<file path="src/rtl/baud_pkg.sv">
// baud_pkg: rate select encoding, preset baud table and divisor arithmetic shared by the UART blocks.
package baud_pkg;
  typedef enum logic [2:0] {
    BAUD_2400, BAUD_4800, BAUD_9600, BAUD_19200,
    BAUD_38400, BAUD_57600, BAUD_115200, BAUD_CUSTOM
  } baud_sel_e;
  localparam int unsigned BAUD_RATE [7] = '{2400, 4800, 9600, 19200, 38400, 57600, 115200};
  // Fixed-point clocks per oversample tick, rounded to nearest, with frac_w fraction bits.
  function automatic longint unsigned divisor(input int unsigned clk_hz, input int unsigned baud,
                                              input int unsigned os, input int unsigned frac_w);
    longint unsigned num, den;
    num = 64'(clk_hz) << frac_w;
    den = 64'(baud) * 64'(os);
    return (num + den / 64'd2) / den;
  endfunction
endpackage

</file>
<file path="src/rtl/frac_divider.sv">
// frac_divider: fractional clock divider producing a raw one-cycle tick every int or int+1 cycles.
module frac_divider #(
  parameter int unsigned DIV_W  = 16,
  parameter int unsigned FRAC_W = 4
) (
  input  logic              clock,
  input  logic              reset_n,
  input  logic              enable,
  input  logic              restart,
  input  logic [DIV_W-1:0]  div_int,
  input  logic [FRAC_W-1:0] div_frac,
  output logic              tick
);
  logic [DIV_W-1:0] cnt_q, cnt_d, int_eff, limit;
  logic [FRAC_W-1:0] acc_q, acc_d;
  logic [FRAC_W:0] sum;
  // The accumulator carry stretches the current period by one cycle.
  always_comb begin
    sum = {1'b0, acc_q} + {1'b0, div_frac};
    int_eff = div_int < DIV_W'(2) ? DIV_W'(2) : div_int;
    limit = int_eff - DIV_W'(1) + DIV_W'(sum[FRAC_W]);
    tick = enable && !restart && cnt_q == limit;
    cnt_d = (restart || tick) ? '0 : enable ? cnt_q + DIV_W'(1) : cnt_q;
    acc_d = restart ? '0 : tick ? sum[FRAC_W-1:0] : acc_q;
  end
  always_ff @(posedge clock) begin
    if (!reset_n) begin
      cnt_q <= '0;
      acc_q <= '0;
    end else begin
      cnt_q <= cnt_d;
      acc_q <= acc_d;
    end
  end
endmodule

</file>
<file path="src/rtl/baud_tick_gen.sv">
// baud_tick_gen: selectable-rate oversample, mid-bit and bit-boundary strobe generator for the UART.
module baud_tick_gen
  import baud_pkg::*;
#(
  parameter int unsigned CLK_HZ     = 50_000_000,
  parameter int unsigned OVERSAMPLE = 16,
  parameter int unsigned DIV_W      = 16,
  parameter int unsigned FRAC_W     = 4
) (
  input  logic                          clock,
  input  logic                          reset_n,
  input  logic                          enable,
  input  logic [2:0]                    baud_sel,
  input  logic [DIV_W+FRAC_W-1:0]       custom_div,
  input  logic                          div_load,
  input  logic                          resync,
  output logic                          os_tick,
  output logic                          mid_tick,
  output logic                          bit_tick,
  output logic [$clog2(OVERSAMPLE)-1:0] os_phase
);
  localparam int unsigned DW = DIV_W + FRAC_W;
  localparam int unsigned PW = $clog2(OVERSAMPLE);
  logic [2:0] sel_q, sel_d;
  logic [DW-1:0] div_q, div_d, cust_q, cust_d;
  logic [PW-1:0] phase_q, phase_d;
  logic os_q, os_d, mid_q, mid_d, bit_q, bit_d;
  logic sel_chg, cust_load, restart, tick;
  logic [DW-1:0] preset [8];
  for (genvar i = 0; i < 7; i++) begin : g_preset
    assign preset[i] = DW'(divisor(CLK_HZ, BAUD_RATE[i], OVERSAMPLE, FRAC_W));
  end
  assign preset[7] = cust_q;
  // A custom load takes priority over a simultaneous sel change so the fresh divisor is used.
  always_comb begin
    sel_chg = baud_sel != sel_q;
    cust_load = div_load && baud_sel == BAUD_CUSTOM;
    restart = resync || sel_chg || cust_load;
    sel_d = baud_sel;
    cust_d = div_load ? custom_div : cust_q;
    div_d = cust_load ? custom_div : sel_chg ? preset[baud_sel] : div_q;
    phase_d = restart ? '0 : !tick ? phase_q : phase_q == PW'(OVERSAMPLE - 1) ? '0 : phase_q + PW'(1);
    os_d = tick;
    mid_d = tick && phase_q == PW'(OVERSAMPLE / 2 - 1);
    bit_d = tick && phase_q == PW'(OVERSAMPLE - 1);
  end
  always_ff @(posedge clock) begin
    if (!reset_n) begin
      sel_q <= BAUD_9600;
      div_q <= preset[BAUD_9600];
      cust_q <= preset[BAUD_9600];
      phase_q <= '0;
      os_q <= 1'b0;
      mid_q <= 1'b0;
      bit_q <= 1'b0;
    end else begin
      sel_q <= sel_d;
      div_q <= div_d;
      cust_q <= cust_d;
      phase_q <= phase_d;
      os_q <= os_d;
      mid_q <= mid_d;
      bit_q <= bit_d;
    end
  end
  frac_divider #(.DIV_W(DIV_W), .FRAC_W(FRAC_W)) u_div (
    .clock    (clock),
    .reset_n  (reset_n),
    .enable   (enable),
    .restart  (restart),
    .div_int  (div_q[DW-1:FRAC_W]),
    .div_frac (div_q[FRAC_W-1:0]),
    .tick     (tick)
  );
  assign os_tick = os_q;
  assign mid_tick = mid_q;
  assign bit_tick = bit_q;
  assign os_phase = phase_q;
endmodule

</file>
<file path="config.mk">
export PLATFORM = sky130hd
export DESIGN_NAME = baud_tick_gen
export DESIGN_NICKNAME = d
export VERILOG_FILES = /design/src/rtl/baud_pkg.sv /design/src/rtl/frac_divider.sv /design/src/rtl/baud_tick_gen.sv
export SDC_FILE = /design/constraint.sdc
export NUM_CORES = 1
export LEC_CHECK = 0
export ABC_AREA = 0
export BUFFER_PORTS_ARGS = -buffer_cell sky130_fd_sc_hd__buf_2
export CORE_MARGIN = 2
export CORE_UTILIZATION = 45
export DETAILED_ROUTE_END_ITERATION = 10
export GPL_ROUTABILITY_DRIVEN = 0
export GPL_TIMING_DRIVEN = 0
export HOLD_SLACK_MARGIN = 0.05
export SLEW_MARGIN = 10
export SYNTH_ARGS = -nofsm -noshare
export SYNTH_HDL_FRONTEND = slang
export SYNTH_SLANG_ARGS = --single-unit
</file>
<file path="constraint.sdc">
create_clock -name clock -period 4.6 [get_ports clock]
set_clock_uncertainty 0.15 [all_clocks]
set_input_delay 0.46 -clock clock [delete_from_list [all_inputs] [get_ports clock]]
set_output_delay 0.46 -clock clock [all_outputs]
set_load 0.005 [all_outputs]
</file>
# ---- Yosys cells after proc, flatten, opt, wreduce, memory -nomap -nowiden
# Index checks and enable logic that the tools add are counted.
dict set report word_totals {
  ff_bits 70
  latch_bits 0
  ramBits 0
  romBits 0
  inputBits 28
  out_inout_bits 7
  word_cells 42
  mem_count 0
}
dict set report op_classes {
  n_addsub 5
  multipliers 0
  n_div 0
  magnitude_cmp 2
  n_eq_ne 5
  shifts 0
  muxes 7
  bitwise 2
  n_reduce_logical 12
}
# cell n
set op_table {}
lappend op_table {{20-bit 2-to-1 mux} 4}
lappend op_table {{20-bit binary-select mux with 3-bit select} 1}
lappend op_table {{16-bit by 1-bit adder with 16-bit output} 1}
lappend op_table {{16-bit by 1-bit adder with 16-bit output (second input constant)} 1}
lappend op_table {{16-bit == test} 1}
lappend op_table {{16-bit by 2-bit less-than comparator with 1-bit output (second input constant)} 1}
lappend op_table {{16-bit 2-to-1 mux} 1}
lappend op_table {{16-bit by 1-bit subtractor with 16-bit output (second input constant)} 1}
lappend op_table {{4-bit by 4-bit adder with 5-bit output} 1}
lappend op_table {{1-bit logical AND} 5}
lappend op_table {{4-bit by 1-bit adder with 4-bit output (second input constant)} 1}
lappend op_table {{4-bit by 3-bit == test with 1-bit output (second input constant)} 1}
lappend op_table {{4-bit == test (second input constant)} 1}
lappend op_table {{4-bit greater-or-equal comparator (second input constant)} 1}
lappend op_table {{4-bit 2-to-1 mux} 1}
lappend op_table {{3-bit NOT with 4-bit output} 1}
lappend op_table {{2-bit OR reduction} 2}
lappend op_table {{3-bit == test (second input constant)} 1}
lappend op_table {{1-bit logical OR} 3}
lappend op_table {{3-bit != test} 1}
lappend op_table {{2-bit nonzero test} 1}
lappend op_table {{1-bit logical NOT} 1}
lappend op_table {{1-bit NOT} 1}

# ---- Longest topological paths before layout
dict set report logic_depth {
  word_depth 8
  ltp_mapped 17
  ltp_nobuf 15
}

# ---- Hierarchy
# A second synthesis with hierarchy kept.
dict set report hier_totals {
  cells_unflattened 464
  area_unflattened_um2 3936.3
}
# mod instances cells_each area_each_um2 seq_area_each_um2
set by_module_without_submodules {}
lappend by_module_without_submodules {baud_tick_gen 1 272 2352.3 1001.0}
lappend by_module_without_submodules {frac_divider 1 192 1584.0 400.4}

# ---- Least setup slack after synthesis
# OpenSTA, ideal clock, no wires.
dict set report synth_path {
  path_type {register -> register}
  from {reg div_q[10]}
  to {reg u_div.cnt_q[0]}
  setup_time_ns 0.132
  arrival_time_ns 3.455
  t_required_ns 4.318
  setup_slack_ns 0.863
  path_stages_with_launch 16
  path_buffers 3
  period_less_slack_ns 3.737
  path_cell_list {dfxtp_1 -> buf_4 -> nor4_4 -> nand2_1 -> o21ai_0 -> ha_1 -> ha_1 -> or4b_1 -> a211o_1 -> a21oi_1 -> o211ai_1 -> or4_1 -> buf_2 -> nor3_4 -> buf_6 -> nor3_1}
}
dict set report synth_between {
  elab_chain_cells 8
}
# element line
set synth_rtl {}
lappend synth_rtl {{start: declaration} baud_tick_gen.sv:25} ;# logic [DW-1:0] div_q, div_d, cust_q, cust_d;
lappend synth_rtl {{start signal: assignment} baud_tick_gen.sv:50} ;# div_q <= preset[BAUD_9600];
lappend synth_rtl {{start signal: assignment} baud_tick_gen.sv:58} ;# div_q <= div_d;
lappend synth_rtl {{16-bit by 2-bit less-than comparator with 1-bit output} frac_divider.sv:20} ;# int_eff = div_int < DIV_W'(2) ? DIV_W'(2) : div_int;
lappend synth_rtl {{16-bit 2-to-1 mux *} frac_divider.sv:20}
lappend synth_rtl {{16-bit by 1-bit subtractor with 16-bit output *} frac_divider.sv:21} ;# limit = int_eff - DIV_W'(1) + DIV_W'(sum[FRAC_W]);
lappend synth_rtl {{16-bit by 1-bit adder with 16-bit output *} frac_divider.sv:21}
lappend synth_rtl {{16-bit == test *} frac_divider.sv:22} ;# tick = enable && !restart && cnt_q == limit;
lappend synth_rtl {{1-bit logical AND *} frac_divider.sv:22}
lappend synth_rtl {{1-bit logical OR *} frac_divider.sv:23} ;# cnt_d = (restart || tick) ? '0 : enable ? cnt_q + DIV_W'(1) : cnt_q;
lappend synth_rtl {{2-bit OR reduction (no line) *} -}
lappend synth_rtl {{end signal: assignment} frac_divider.sv:31} ;# cnt_q <= cnt_d;
lappend synth_rtl {{end: declaration} frac_divider.sv:14} ;# logic [DIV_W-1:0] cnt_q, cnt_d, int_eff, limit;
# Mark *: on every way between the ends. The rest lies on a longest branch, timed or not.
# A chain may end at the register's enable or synchronous reset.

# ---- Worst setup path in the final report
dict set report layout_path {
  from {reg div_q[0]}
  to {reg u_div.cnt_q[1]}
}
dict set report layout_between {
  elab_chain_cells 6
}
# element line
set layout_rtl {}
lappend layout_rtl {{4-bit by 4-bit adder with 5-bit output} frac_divider.sv:19} ;# sum = {1'b0, acc_q} + {1'b0, div_frac};
lappend layout_rtl {{16-bit by 1-bit adder with 16-bit output} frac_divider.sv:21}
lappend layout_rtl {{16-bit == test} frac_divider.sv:22}
lappend layout_rtl {{1-bit logical AND} frac_divider.sv:22}
lappend layout_rtl {{1-bit logical OR} frac_divider.sv:23}
lappend layout_rtl {{2-bit OR reduction (no line)} -}
# Every way passes these cells.

==> flow_summary.ini <==
[synth]
synthAdderAreaFrac_pct = 4.53
synth_top_family_by_area = simple AND/OR/NAND/NOR gates
synth_cells = 489
synth-seq-cells = 70
yosys.area_share.simple_pct = 25.9
avgSynthCellArea_um2 = 8.24
synth_edf_count = 0
synth_top_area_share_pct = 34.8
synth.cells.most_frequent = dfxtp_1, nand2_1, nor2_1
async_reset_ff_share_pct = 0
synth_largest_area_cell = dfxtp_1
yosys.cell_types.count = 66
netlist_top_cells_area = dfxtp_1, nand2_1, mux2i_1, nor2_1, ha_1
synth_fp_nets = 531
yosysWarnings = 0
synthMuxAreaShare_pct = 5.25
ys_seq_area_share_pct = 34.8
synth_xor_xnor_area_share_pct = 7.82
syn-cell-area_mm2 = 0.00403
synth.most_common_cell = dfxtp_1
synth-compound-area-share_pct = 17.0
synth_ff_type = dfxtp_1

[drt]
dr.pass1.iters = 4
first_iter_violations = 119
via_count = 3619
wl_per_cell_um = 15.8
vias_per_cell = 5.59
route.detailed.drc = 0
wl_mm = 10.2
drtAntennaViolNets = 0

[floorplanning]
io_pins = 35
dieArea_mm2 = 0.00973
core_mm2 = 0.00872
die_w_um = 98.6
initial_utilization_pct = 46.2
row_count = 34
die_h_um = 98.6

[sta]
setup_viol = 0
slew-limit-headroom_pct = 44.6
layout_setup_ws_ns = 0.268
post-route-period-util_pct = 94.2
fin_setup_tns_ns = 0
hold_viol = 0
tightest_slew_ns = 0.823
fmax_ghz = 0.231
whs_ns = 0.187
maxSlewViolCount = 0
period_minus_slack_ns = 4.33

[power_and_ir_drop]
ir_worst_vdd_uv = 171
p_per_area_mw_per_mm2 = 298
cellLeakagePower_nw = 1.77

[grt]
grt_max_degree = 13
grt_pass1_wl_mm = 17.2
grt_overflow = 0
grt_pass1_vias = 3521
grt_use_total_pct = 21.9
antenna_found_initial = 0

[clock_network]
clkSlewWorstSetupHoldPaths_ns = 0.08
h-tree-depth = 3
clkLatencyLatePin_ns = 0.35
clockRootBuffer = clkbuf_8
clk_path_buf_depth = 2
cts_tree = built
cts_sinks = 70
cts_made_buffers = 9

[placed_design]
dp_hpwl_mm = 7.75
io_buffers = 31
pre_cts_ws_ns = 0.205

[job]
max_cap_viol_count = 0

[critical_path]
cp_data_arrival_time_ns = 4.40
required_ns = 4.67
worstSetupStartpointType = register
end_kind = register
rrSetupSlack_ns = 0.27
path_class = reg -> reg
cp_max_fo = 10

[cells_and_area]
flow.area_growth_from_synthesis_pct = 12.9
num-nets-final = 576
drive_above_1_share_pct = 12.8
fill_cells = 860
diodes = 0

[outcome]
outcome = finished clean

[worst_hold_path]
min_path_type = in -> reg
[layout by cell type, fill, tap and decap left out, drive strengths merged, types with 2 or more instances in the layout]
master / netlist / final
a211oi: 4 / 4
a21o: 3 / 3
a21oi: 27 / 27
a22o: 6 / 6
a22oi: 2 / 2
a311oi: 6 / 6
a31oi: 5 / 5
a32oi: 5 / 5
and2: 6 / 6
and3: 7 / 7
and4: 2 / 2
buf: 7 / 41
clkbuf: 27 / 38
clkinv: 1 / 4
dfxtp: 70 / 70
ha: 13 / 13
inv: 9 / 10
mux2i: 20 / 20
nand2: 58 / 58
nand2b: 5 / 5
nand3: 19 / 19
nand3b: 3 / 3
nand4: 15 / 15
nor2: 47 / 47
nor2b: 2 / 2
nor3: 27 / 27
nor4: 3 / 3
nor4b: 2 / 2
o2111ai: 3 / 3
o211ai: 5 / 5
o21ai: 16 / 16
o31ai: 6 / 6
or4: 3 / 3
xnor2: 18 / 18
xor2: 18 / 18
[kinds of logic after synthesis]
group | after synthesis
compound gates | 98
mux | 21
simple gates | 206
fa+ha+maj | 14
xor+xnor | 36
flops | 70
buf+inv | 44
[cell type report]
| cell class | instances | area, µm² | area share, % |
|---|---|---|---|
| Tap cell | 108 | 135 | 2.97 |
| Inverter | 10 | 37.5 | 0.825 |
| Buffer | 34 | 153 | 3.36 |
| Timing Repair Buffer | 34 | 178 | 3.91 |
| Clock buffer | 11 | 141 | 3.11 |
| Multi-Input combinational cell | 375 | 2440 | 53.8 |
| Sequential cell | 70 | 1400 | 30.8 |
| Clock inverter | 5 | 57.6 | 1.27 |
[power breakdown]
part,internal (mW),switching (mW)
logic,0.0750,0.119
clock network,0.267,0.243
registers,0.630,0.0193
total,0.971,0.382
[repair_timing]
action                     CTS  global route
gates resized for setup      0             1
hold buffers                 0             0
setup endpoints to repair    0            10
buffers inserted             0             3
[through the flow]
stage	util, %	total power, mW	std cells	cell area [µm²]
final	52.2	1.35	647	4550
after global routing	52.2	1.41	647	4550
after CTS	51.8	1.36	644	4520
after detailed placement	49.5	0.854	628	4320
after global placement	49.5	0.850	628	4320
after floorplan	-	0.796	489	4030
[registers in the layout (all words and copies together), names as in the netlist]
signal and cells:
mid_tick 1, cust_q 20, os_phase 4, u_div.acc_q 4, bit_tick 1, os_tick 1, sel_q 3, u_div.cnt_q 16
div_q 20
[per-layer routing]
metal / GRT usage [%] / wire [µm] / part of all wire (%) / vias up
met1: 28.3 / 4860 / 48 / 1676
met5: 0 / 0 / 0 / -
met3: 3.19 / 346 / 3.4 / 20
li1: - / - / - / 1854
met2: 36.7 / 4810 / 47 / 69
met4: 8.75 / 203 / 2.0 / 0
[path summary, 6_finish.rpt]
check / startpoint / end / depth (start not counted)
setup / recovery: div_q[0] / u_div.cnt_q[1] / 17
hold / removal: reset_n / div_q[12] / 2
setup reg to reg: div_q[0] / u_div.cnt_q[1] / 17
hold reg to reg: u_div.acc_q[0] / u_div.acc_q[0] / 2
[critical path, cell delays in order, from the launching register on]
cell      delay [ns]
dfxtp_1         0.34
ha_1            0.22
inv_1           0.08
fa_1            0.21
inv_1           0.05
a21o_1          0.14
a21oi_1         0.21
ha_1            0.19
ha_1            0.26
or4b_1          0.54
a211o_1         0.25
a21oi_1         0.21
o211ai_1        0.16
or4_1           0.41
buf_2           0.17
nor3_4          0.34
buf_6           0.20
nor3_1          0.06
Note: power is estimated with default switching activity, not from simulation.
